===== config.mk =====
export PLATFORM = sky130hd
export DESIGN_NAME = brick_field
export DESIGN_NICKNAME = d
export VERILOG_FILES = /design/src/rtl/brick_field_pkg.sv /design/src/rtl/bcd_inc4.sv /design/src/rtl/brick_field.sv
export SDC_FILE = /design/constraint.sdc
export NUM_CORES = 1
export LEC_CHECK = 0
export ABC_AREA = 0
export BUFFER_PORTS_ARGS = -buffer_cell sky130_fd_sc_hd__buf_2
export CAP_MARGIN = 30
export CORE_AREA = 4 4 101 103
export DETAILED_ROUTE_END_ITERATION = 8
export DIE_AREA = 0 0 105 107
export PLACE_DENSITY = 0.88
export SYNTH_ARGS = -nofsm -noshare
export SYNTH_HDL_FRONTEND = slang
export SYNTH_HIERARCHICAL = 1
export SYNTH_SLANG_ARGS = --single-unit

===== constraint.sdc =====
create_clock -name frame_clk -period 5.4 [get_ports frame_clk]
set_clock_uncertainty 0.05 [all_clocks]
set_input_delay 0.27 -clock frame_clk [delete_from_list [all_inputs] [get_ports frame_clk]]
set_output_delay 0.27 -clock frame_clk [all_outputs]
set_load 0.02 [all_outputs]

===== src/rtl/brick_field_pkg.sv =====
// Shared constants and FSM state type for the brick grid.
package brick_field_pkg;

  localparam int unsigned GRID_COLS    = 10;
  localparam int unsigned GRID_ROWS    = 6;
  localparam int unsigned BRICK_W_LOG2 = 6;
  localparam int unsigned BRICK_H_LOG2 = 4;
  localparam int unsigned NUM_BRICKS   = GRID_COLS * GRID_ROWS;

  typedef enum logic [1:0] {
    StPlay    = 2'd0,
    StLockout = 2'd1,
    StCleared = 2'd2
  } state_e;

endpackage


===== src/rtl/bcd_inc4.sv =====
// Four-digit BCD incrementer that saturates at 9999.
module bcd_inc4 (
  input  logic [15:0] bcd_i,
  output logic [15:0] bcd_o
);

  logic carry;

  always_comb begin
    bcd_o = bcd_i;
    carry = 1'b1;
    if (bcd_i != 16'h9999) begin
      for (int i = 0; i < 4; i++) begin
        if (carry) begin
          if (bcd_i[4*i +: 4] == 4'd9) begin
            bcd_o[4*i +: 4] = 4'd0;
          end else begin
            bcd_o[4*i +: 4] = bcd_i[4*i +: 4] + 4'd1;
            carry           = 1'b0;
          end
        end
      end
    end
  end

endmodule


===== src/rtl/brick_field.sv =====
// Brick grid state, ball collision detection, hit lockout and BCD score.
module brick_field
  import brick_field_pkg::*;
#(
  parameter int unsigned BRICK_Y0    = 32,
  parameter int unsigned LOCK_FRAMES = 3
) (
  input  logic        Reset,
  input  logic        frame_clk,
  input  logic        refill,
  input  logic [9:0]  BallX,
  input  logic [9:0]  BallY,
  input  logic        Ball_out,
  output logic [59:0] brick_alive,
  output logic        hit,
  output logic [2:0]  hit_row,
  output logic [3:0]  hit_col,
  output logic [15:0] score,
  output logic        all_clear
);

  localparam logic [9:0] YTop = 10'(BRICK_Y0);
  localparam logic [9:0] YEnd = 10'(BRICK_Y0 + GRID_ROWS * (1 << BRICK_H_LOG2));
  localparam logic [9:0] XMax = 10'(GRID_COLS * (1 << BRICK_W_LOG2) - 1);
  localparam int unsigned CntW = (LOCK_FRAMES > 1) ? $clog2(LOCK_FRAMES) : 1;
  localparam logic [CntW-1:0] LastCnt = CntW'(LOCK_FRAMES - 1);

  state_e              state_q;
  logic [CntW-1:0]     cnt_q;
  logic [NUM_BRICKS-1:0] alive_q;
  logic                hit_q;
  logic [2:0]          hit_row_q;
  logic [3:0]          hit_col_q;
  logic [15:0]         score_q;
  logic [15:0]         score_d;
  logic                all_clear_q;

  logic [9:0] y_off;
  logic       in_grid;
  logic [2:0] probe_row;
  logic [3:0] probe_col;
  logic [5:0] probe_idx;
  logic       probe_hit;

  always_comb begin
    in_grid   = (BallX <= XMax) && (BallY >= YTop) && (BallY < YEnd);
    y_off     = BallY - YTop;
    probe_row = 3'(y_off >> BRICK_H_LOG2);
    probe_col = 4'(BallX >> BRICK_W_LOG2);
    probe_idx = 6'(probe_row) * 6'(GRID_COLS) + 6'(probe_col);
    probe_hit = in_grid && !Ball_out && alive_q[probe_idx];
  end

  bcd_inc4 u_bcd_inc4 (
    .bcd_i (score_q),
    .bcd_o (score_d)
  );

  always_ff @(posedge frame_clk or posedge Reset) begin
    if (Reset) begin
      state_q     <= StPlay;
      cnt_q       <= '0;
      alive_q     <= '1;
      hit_q       <= 1'b0;
      hit_row_q   <= '0;
      hit_col_q   <= '0;
      score_q     <= '0;
      all_clear_q <= 1'b0;
    end else begin
      hit_q <= 1'b0;
      // Refill overrides any hit sampled on the same edge.
      if (refill) begin
        alive_q     <= '1;
        all_clear_q <= 1'b0;
        state_q     <= StPlay;
        cnt_q       <= '0;
      end else begin
        unique case (state_q)
          StPlay: begin
            if (probe_hit) begin
              alive_q[probe_idx] <= 1'b0;
              hit_q              <= 1'b1;
              hit_row_q          <= probe_row;
              hit_col_q          <= probe_col;
              score_q            <= score_d;
              state_q            <= StLockout;
              cnt_q              <= '0;
            end
          end
          StLockout: begin
            if (cnt_q == LastCnt) begin
              cnt_q <= '0;
              if (alive_q == '0) begin
                state_q     <= StCleared;
                all_clear_q <= 1'b1;
              end else begin
                state_q <= StPlay;
              end
            end else begin
              cnt_q <= cnt_q + 1'b1;
            end
          end
          StCleared: all_clear_q <= 1'b1;
          default:   state_q     <= StPlay;
        endcase
      end
    end
  end

  assign brick_alive = alive_q;
  assign hit         = hit_q;
  assign hit_row     = hit_row_q;
  assign hit_col     = hit_col_q;
  assign score       = score_q;
  assign all_clear   = all_clear_q;

endmodule


==> results.md, run 1 <==
* Outcome: finished, final reports clean
* GRT overflow at 0
* Vias per std cell at 6.51
* Clk pwr share at 29.9%
* TritonCTS clock tree: built
* Flops & latches, synth at 89
* CTS Buffer Depth at 2
* Flop pwr share at 49.1%
* Die W at 105 um
* Hold buffers post-CTS at 1
* Crit path kind: in2reg
* Min Tclk post-route at 3.66 ns
* IO Pins at 109
* DR WL/cell at 20.4 um
* Initial antenna violation count at 0
* P_leak at 2.20 nW
* Worst-Margin Slew at 0.872 ns
* Crit Path Max Fanout at 23
* Yosys warnings at 6
* Full die area at 11200 um2
* Initial DRC count at 467
* Via Count at 4444
* First-pass GRT wire length at 22100 um
* Starting Density at 53.0%
* Vias in the first global route at 4158
* Sum Neg Setup Slack at 0 ns
* Post-DP Area at 5420 um2
* Layout Area Growth over Synthesis at 14.9%
* Final Cell Area at 5610 um2
* Crit share post-route at 67.8%
* Core area at 9200 um2
* # nets final at 598
* P_int at 0.972 mW
* Most frequent cells in the layout: 98 x buf_2, 83 x nor2_1, 63 x a31oi_1
* N_diodes at 0
* Cell Area, Synth at 4880 um2
* Chip height at 107 um
* Fin. Hold Viols at 0
* Fraction of layout cells with a size suffix above 1 at 40.4%
* Filler Cell Count at 772
* Clk sinks at 89
* Placed Cells at 666
* Ys flop type: dfstp_2
* FMAX at 273 MHz
* Worst skew pair latency at 0.37 ns
* DP HPWL at 9770 um
* ANT nets after route at 0
* Post-synth EDFFs at 0
* P_sw at 0.475 mW
* Crit end category: flip-flop
* Final WL at 13900 um
* Number of core rows at 35
* Max Slew Vio Count at 0
* Slew headroom at 41.4%
* All-Layer GR Usage at 24.8%
* Pwr dens at 258 nW/um2
* Peak VDD IR at 0.109 mV
* Cts bufs inserted at 9
* Number of max-cap violations at 0
* Non-filler cells, final at 683
* Net Count, Synth at 513
* Ys async rst share at 100%
* PostCTS Resize Cnt at 0
* Largest net degree at the start of global routing at 71
* Root Buffer: clkbuf_8
* Clk pin slew, worst setup/hold paths at 0.09 ns
* Postcts setup bufs at 0
* Critical Path RT at 5.60 ns
* Seq/Total Area, Yosys at 47.2%
* CP Launch Type: primary input
* GPL Wtd Cong at 0.898
* Combinational share of power at 20.9%
* Drt first pass iters at 5
* IO Port Bufs at 98
* Switching Share at 32.8%
* Distinct cells, synth at 58
* RSZ-0062 raised after global routing: false
* Syn Area/Cell at 10.1 um2
* Most common cell after layout, fill and taps aside: buf_2
* H-tree depth at 3
* CP arrival at 3.86 ns
* Residual DRC at 0
* Hold WC Path Type: in2reg
* Mapped Cells at 482
* Final setup vio count at 0
==> layer usage <==
layer / global-route usage (%) / vias up / wire length, um
met5: 0 / - / 0
met4: 9.47 / 0 / 483
met3: 4.39 / 51 / 1350
met2: 40.1 / 295 / 6570
met1: 33.3 / 2134 / 5530
li1: - / 1964 / -
==> synth_stat cells (7+ instances only) <==
master,instances,area (um2)
nor3_1,9,45.0
a21oi_1,7,35.0
nand3_1,13,65.1
dfstp_2,60,1580
mux2_2,32,360
nor2_1,83,312
a31oi_1,63,394
clkbuf_1,15,56.3
nor4_1,18,113
buf_2,13,65.1
o21ai_0,8,40.0
dfrtp_1,29,726
mux4_2,7,158
inv_1,13,48.8
nand2_1,24,90.1
==> kinds of logic after synthesis <==
| family | Yosys count | synth area share [%] |
|---|---|---|
| AO/OA/AOI/OAI | 111 | 15.1 |
| XOR/XNOR | 11 | 2.28 |
| adder cells (fa/ha/maj) | 7 | 1.95 |
| buffers and inverters | 44 | 4.18 |
| flip-flops | 89 | 47.2 |
| multiplexers | 43 | 11.5 |
| AND/OR/NAND/NOR | 177 | 17.8 |
==> path summary, 6_finish.rpt <==
path | start | to | slack [ns] | cells after the start
max | BallY[5] | score[13]$_DFFE_PP0P_ | 1.74 | 12
min | BallX[7] | hit_col[1]$_DFFE_PP0P_ | 0.12 | 2
max reg2reg | brick_alive[16]$_DFFE_PP1P_ | score[13]$_DFFE_PP0P_ | 2.53 | 8
min reg2reg | hit_row[1]$_DFFE_PP0P_ | hit_row[1]$_DFFE_PP0P_ | 0.45 | 1
max in group asynchronous | Reset | score[14]$_DFFE_PP0P_ | 3.76 | 4
min in group asynchronous | Reset | score[0]$_DFFE_PP0P_ | 0.37 | 3
==> layout make-up <==
cell class	count	area, um2	share of cell area, %
Clock buffer	11	141	2.52
Sequential cell	89	2300	41.1
Timing Repair Buffer	105	558	9.95
Multi-Input combinational cell	349	2380	42.4
Clock inverter	5	38.8	0.692
Inverter	13	50.0	0.893
Tap cell	111	139	2.48
==> flip-flops by register name, indices dropped and copies added, names as in the netlist <==
register / count
hit_row: 3
brick_alive: 60
hit_col: 4
state_q: 2
cnt_q: 2
hit: 1
score: 16
all_clear: 1
==> power groups by stage <==
| stage | registers (mW) | logic [mW] | clock network [mW] |
|---|---|---|---|
| 3_3_place_gp | 0.720 | 0.288 | 0 |
| 5_1_grt | 0.716 | 0.323 | 0.465 |
| 3_5_place_dp | 0.723 | 0.295 | 0 |
| 4_1_cts | 0.711 | 0.297 | 0.436 |
| 6_report | 0.711 | 0.302 | 0.433 |
| 2_1_floorplan | 0.748 | 0.182 | 0 |
==> critical path, stage by stage <==
cell and delay [ns]:
buf_2 0.14, xnor2_2 0.25, ha_1 0.30, ha_1 0.34
xor2_1 0.63, o31ai_1 0.18, a221oi_1 0.39, a311oi_1 0.10
a311o_1 0.37, nor3b_4 0.19, buf_4 0.32, mux2_2 0.37
==> per-stage QoR <==
step | setup slack, ns | hold slack [ns] | total power [mW] | utilization, %
2_1_floorplan | 2.26 | 0.355 | 0.930 | -
3_3_place_gp | 1.55 | 0.224 | 1.01 | 58.9
3_5_place_dp | 1.48 | 0.235 | 1.02 | 58.9
4_1_cts | 1.86 | 0.122 | 1.44 | 61.0
5_1_grt | 1.66 | 0.133 | 1.50 | 61.0
6_report | 1.74 | 0.123 | 1.45 | 61.0
No activity file was read; power rests on OpenSTA's default activity.
==> run 2, diff against run 1 <==
--- a/config.mk
+++ b/config.mk
@@ -8,10 +8,10 @@
 export ABC_AREA = 0
 export BUFFER_PORTS_ARGS = -buffer_cell sky130_fd_sc_hd__buf_2
 export CAP_MARGIN = 30
-export CORE_AREA = 4 4 101 103
+export CORE_AREA = 4 4 105 107
 export DETAILED_ROUTE_END_ITERATION = 8
-export DIE_AREA = 0 0 105 107
-export PLACE_DENSITY = 0.88
+export DIE_AREA = 0 0 109 111
+export PLACE_DENSITY = 0.85
 export SYNTH_ARGS = -nofsm -noshare
 export SYNTH_HDL_FRONTEND = slang
 export SYNTH_HIERARCHICAL = 1
==> constraint.sdc (replaced) <==
create_clock -name frame_clk -period 3 [get_ports frame_clk]
set_clock_uncertainty 0.05 [all_clocks]
set_input_delay 0.15 -clock frame_clk [delete_from_list [all_inputs] [get_ports frame_clk]]
set_output_delay 0.15 -clock frame_clk [all_outputs]
set_load 0.02 [all_outputs]
==> results.md, run 2 (synthesized netlist as in run 1, its figures left out) <==
* Vias per std cell at 6.17 (-5.2%)
* Crit path to: score[15]$_DFFE_PP0P_
* N_diodes at 0 (unchanged)
* Fin util at 59.0% (-1.9 points)
* Core area at 10100 um2 (+10%)
* Number of core rows at 37 (+5.7%)
* RSZ-0062 raised after global routing: false
* Fraction of layout cells with a size suffix above 1 at 43.8% (+3.4 points)
* Critical Path RT at 3.20 ns (-2.40 ns)
* Clk pin slew, worst setup/hold paths at 0.09 ns (about the same)
* Cts bufs inserted at 9 (unchanged)
* Crit Path Max Fanout at 23 (unchanged)
* IO Pins at 109 (unchanged)
* H-tree depth at 3 (unchanged)
* Max Slew Vio Count at 0 (unchanged)
* DR WL/cell at 19.6 um (-4.0%)
* Area of the multi-input gates at 2390 um2 (+0.74%)
* Number of max-cap violations at 0 (unchanged)
* Full die area at 12100 um2 (+7.7%)
* All-Layer GR Usage at 24.4% (-0.32 points)
* Chip height at 111 um (+3.7%)
* Post-DP Area at 5720 um2 (+5.6%)
* Min Tclk post-route at 2.89 ns
* Worst skew pair latency at 0.37 ns (about the same)
* Slew headroom at 40.7% (-0.72 points)
* Vias in the first global route at 4360 (+4.9%)
* Initial DRC count at 485 (+3.9%)
* DP HPWL at 10600 um (+9.0%)
* FF-to-FF path depth at 8 (unchanged)
* GPL Wtd Cong at 0.927 (+3.2%)
* Hold Path Depth at 2 (unchanged)
* Peak VDD IR at 0.253 mV (+130%)
* Most frequent cells in the layout: 98 x buf_2, 83 x nor2_1, 63 x a31oi_1
* Reg2reg end: score[15]$_DFFE_PP0P_
* Max reg flops at 60 (unchanged)
* Pwr dens at 483 nW/um2 (+87%)
* ANT nets after route at 0 (unchanged)
* TritonCTS clock tree: built
* Drt first pass iters at 5 (unchanged)
* CP Launch Type: primary input
* P_leak at 2.41 nW (+9.2%)
* Worst-Margin Slew at 0.888 ns (+0.0160 ns)
* GRT overflow at 0 (unchanged)
* Setup ws final at 0.114 ns (-1.62 ns)
* Filler Cell Count at 866 (+12%)
* CP arrival at 3.09 ns (-0.77 ns)
* Layout Area Growth over Synthesis at 22.7%
* Worst Setup SP: BallY[5]
* Via Count at 4557 (+2.5%)
* Root Buffer: clkbuf_8
* Hold WC Path Type: in2reg
* Final setup vio count at 0 (unchanged)
* Postcts setup bufs at 0 (unchanged)
* CTS Buffer Depth at 2 (unchanged)
* Crit share post-route at 96.2%
* IO Port Bufs at 98 (unchanged)
* First-pass GRT wire length at 23300 um (+5.5%)
* Crit end category: flip-flop
* Final WL at 14500 um (+3.9%)
* Register area at 2300 um2 (unchanged)
* Die W at 109 um (+3.8%)
* FF-to-FF Start: brick_alive[16]$_DFFE_PP1P_
* Fin. Hold Viols at 0 (unchanged)
* DP Worst Slack at -0.262 ns (-1.74 ns)
* Initial antenna violation count at 0 (unchanged)
* Crit path kind: in2reg
* Final Cell Area at 5990 um2 (+6.8%)
* Slack of the worst reg-to-reg path at 0.40 ns (-2.13 ns)
* FMAX at 347 MHz
* Clk sinks at 89 (unchanged)
* Most common cell after layout, fill and taps aside: buf_2
* Largest net degree at the start of global routing at 54 (-24%)
* # nets final at 629 (+5.2%)
* Starting Density at 48.1% (-4.9 points)
* Residual DRC at 0 (unchanged)
* Outcome: finished, final reports clean
run 2: cell types whose count changed in the layout (fill, tap and decap cells not counted), moves of 2 or more:
cell	delta
bufinv_16	+2
buf_12	+3
buf_4	+27
clkinvlp_4	-2
run 2: how the worst min path moves through the flow:
stage | startpoint | endpoint | slack, ns
after global placement | Reset | hit_col[3]$_DFFE_PP0P_ | 0.27
after detailed placement | Reset | hit_col[3]$_DFFE_PP0P_ | 0.30
after floorplan | BallY[4] | hit_row[0]$_DFFE_PP0P_ | 0.23
after global routing | BallX[9] | hit_col[3]$_DFFE_PP0P_ | 0.05
final | BallX[9] | hit_col[3]$_DFFE_PP0P_ | 0.04
after CTS | BallX[9] | hit_col[3]$_DFFE_PP0P_ | 0.03
run 2: final cells by class:
type | instances | area share, %
multi-input cells | 349 | 40.0
flip-flops and latches | 89 | 38.5
repair buffers | 136 | 13.9
well taps | 136 | 2.84
clock buffers | 12 | 2.78
clock inverters | 4 | 1.19
inverters | 13 | 0.836
run 2: worst max-delay path, stage by stage:
cell and delay, ns:
buf_2 0.14, xnor2_2 0.20, ha_1 0.27, ha_1 0.36, buf_4 0.14, xor2_2 0.20
o31ai_1 0.11, a221oi_1 0.28, a311oi_1 0.09, a311o_1 0.34, nor3b_4 0.23, buf_12 0.21
mux2_2 0.35
run 2: routing by layer:
layer	wire, um	track usage [%]	up-vias
li1	-	-	2022
met1	5770	33.5	2211
met2	6970	39.4	272
met3	1310	4.25	52
met4	442	7.32	0
met5	0	0	-
run 2: metrics by stage:
step           TNS, ns  hold WS, ns  std cells  power, mW
6_report             0       0.0375        739       2.89
5_1_grt              0       0.0531        739       3.02
4_1_cts              0       0.0308        739       2.89
3_5_place_dp    -13.07        0.297        721       1.92
3_3_place_gp     -6.59        0.267        721       1.90
2_1_floorplan        0        0.235        482       1.68
run 2: what timing repair did:
item / CTS / global route
resized for setup: 0 / 2
hold endpoints to repair: 14 / 0
setup endpoints to repair: 0 / 21
hold buffers: 2 / 0
run 2: power by group:
group	switching (mW)	internal [mW]
registers	0.0387	1.25
clock network	0.432	0.542
logic	0.386	0.247
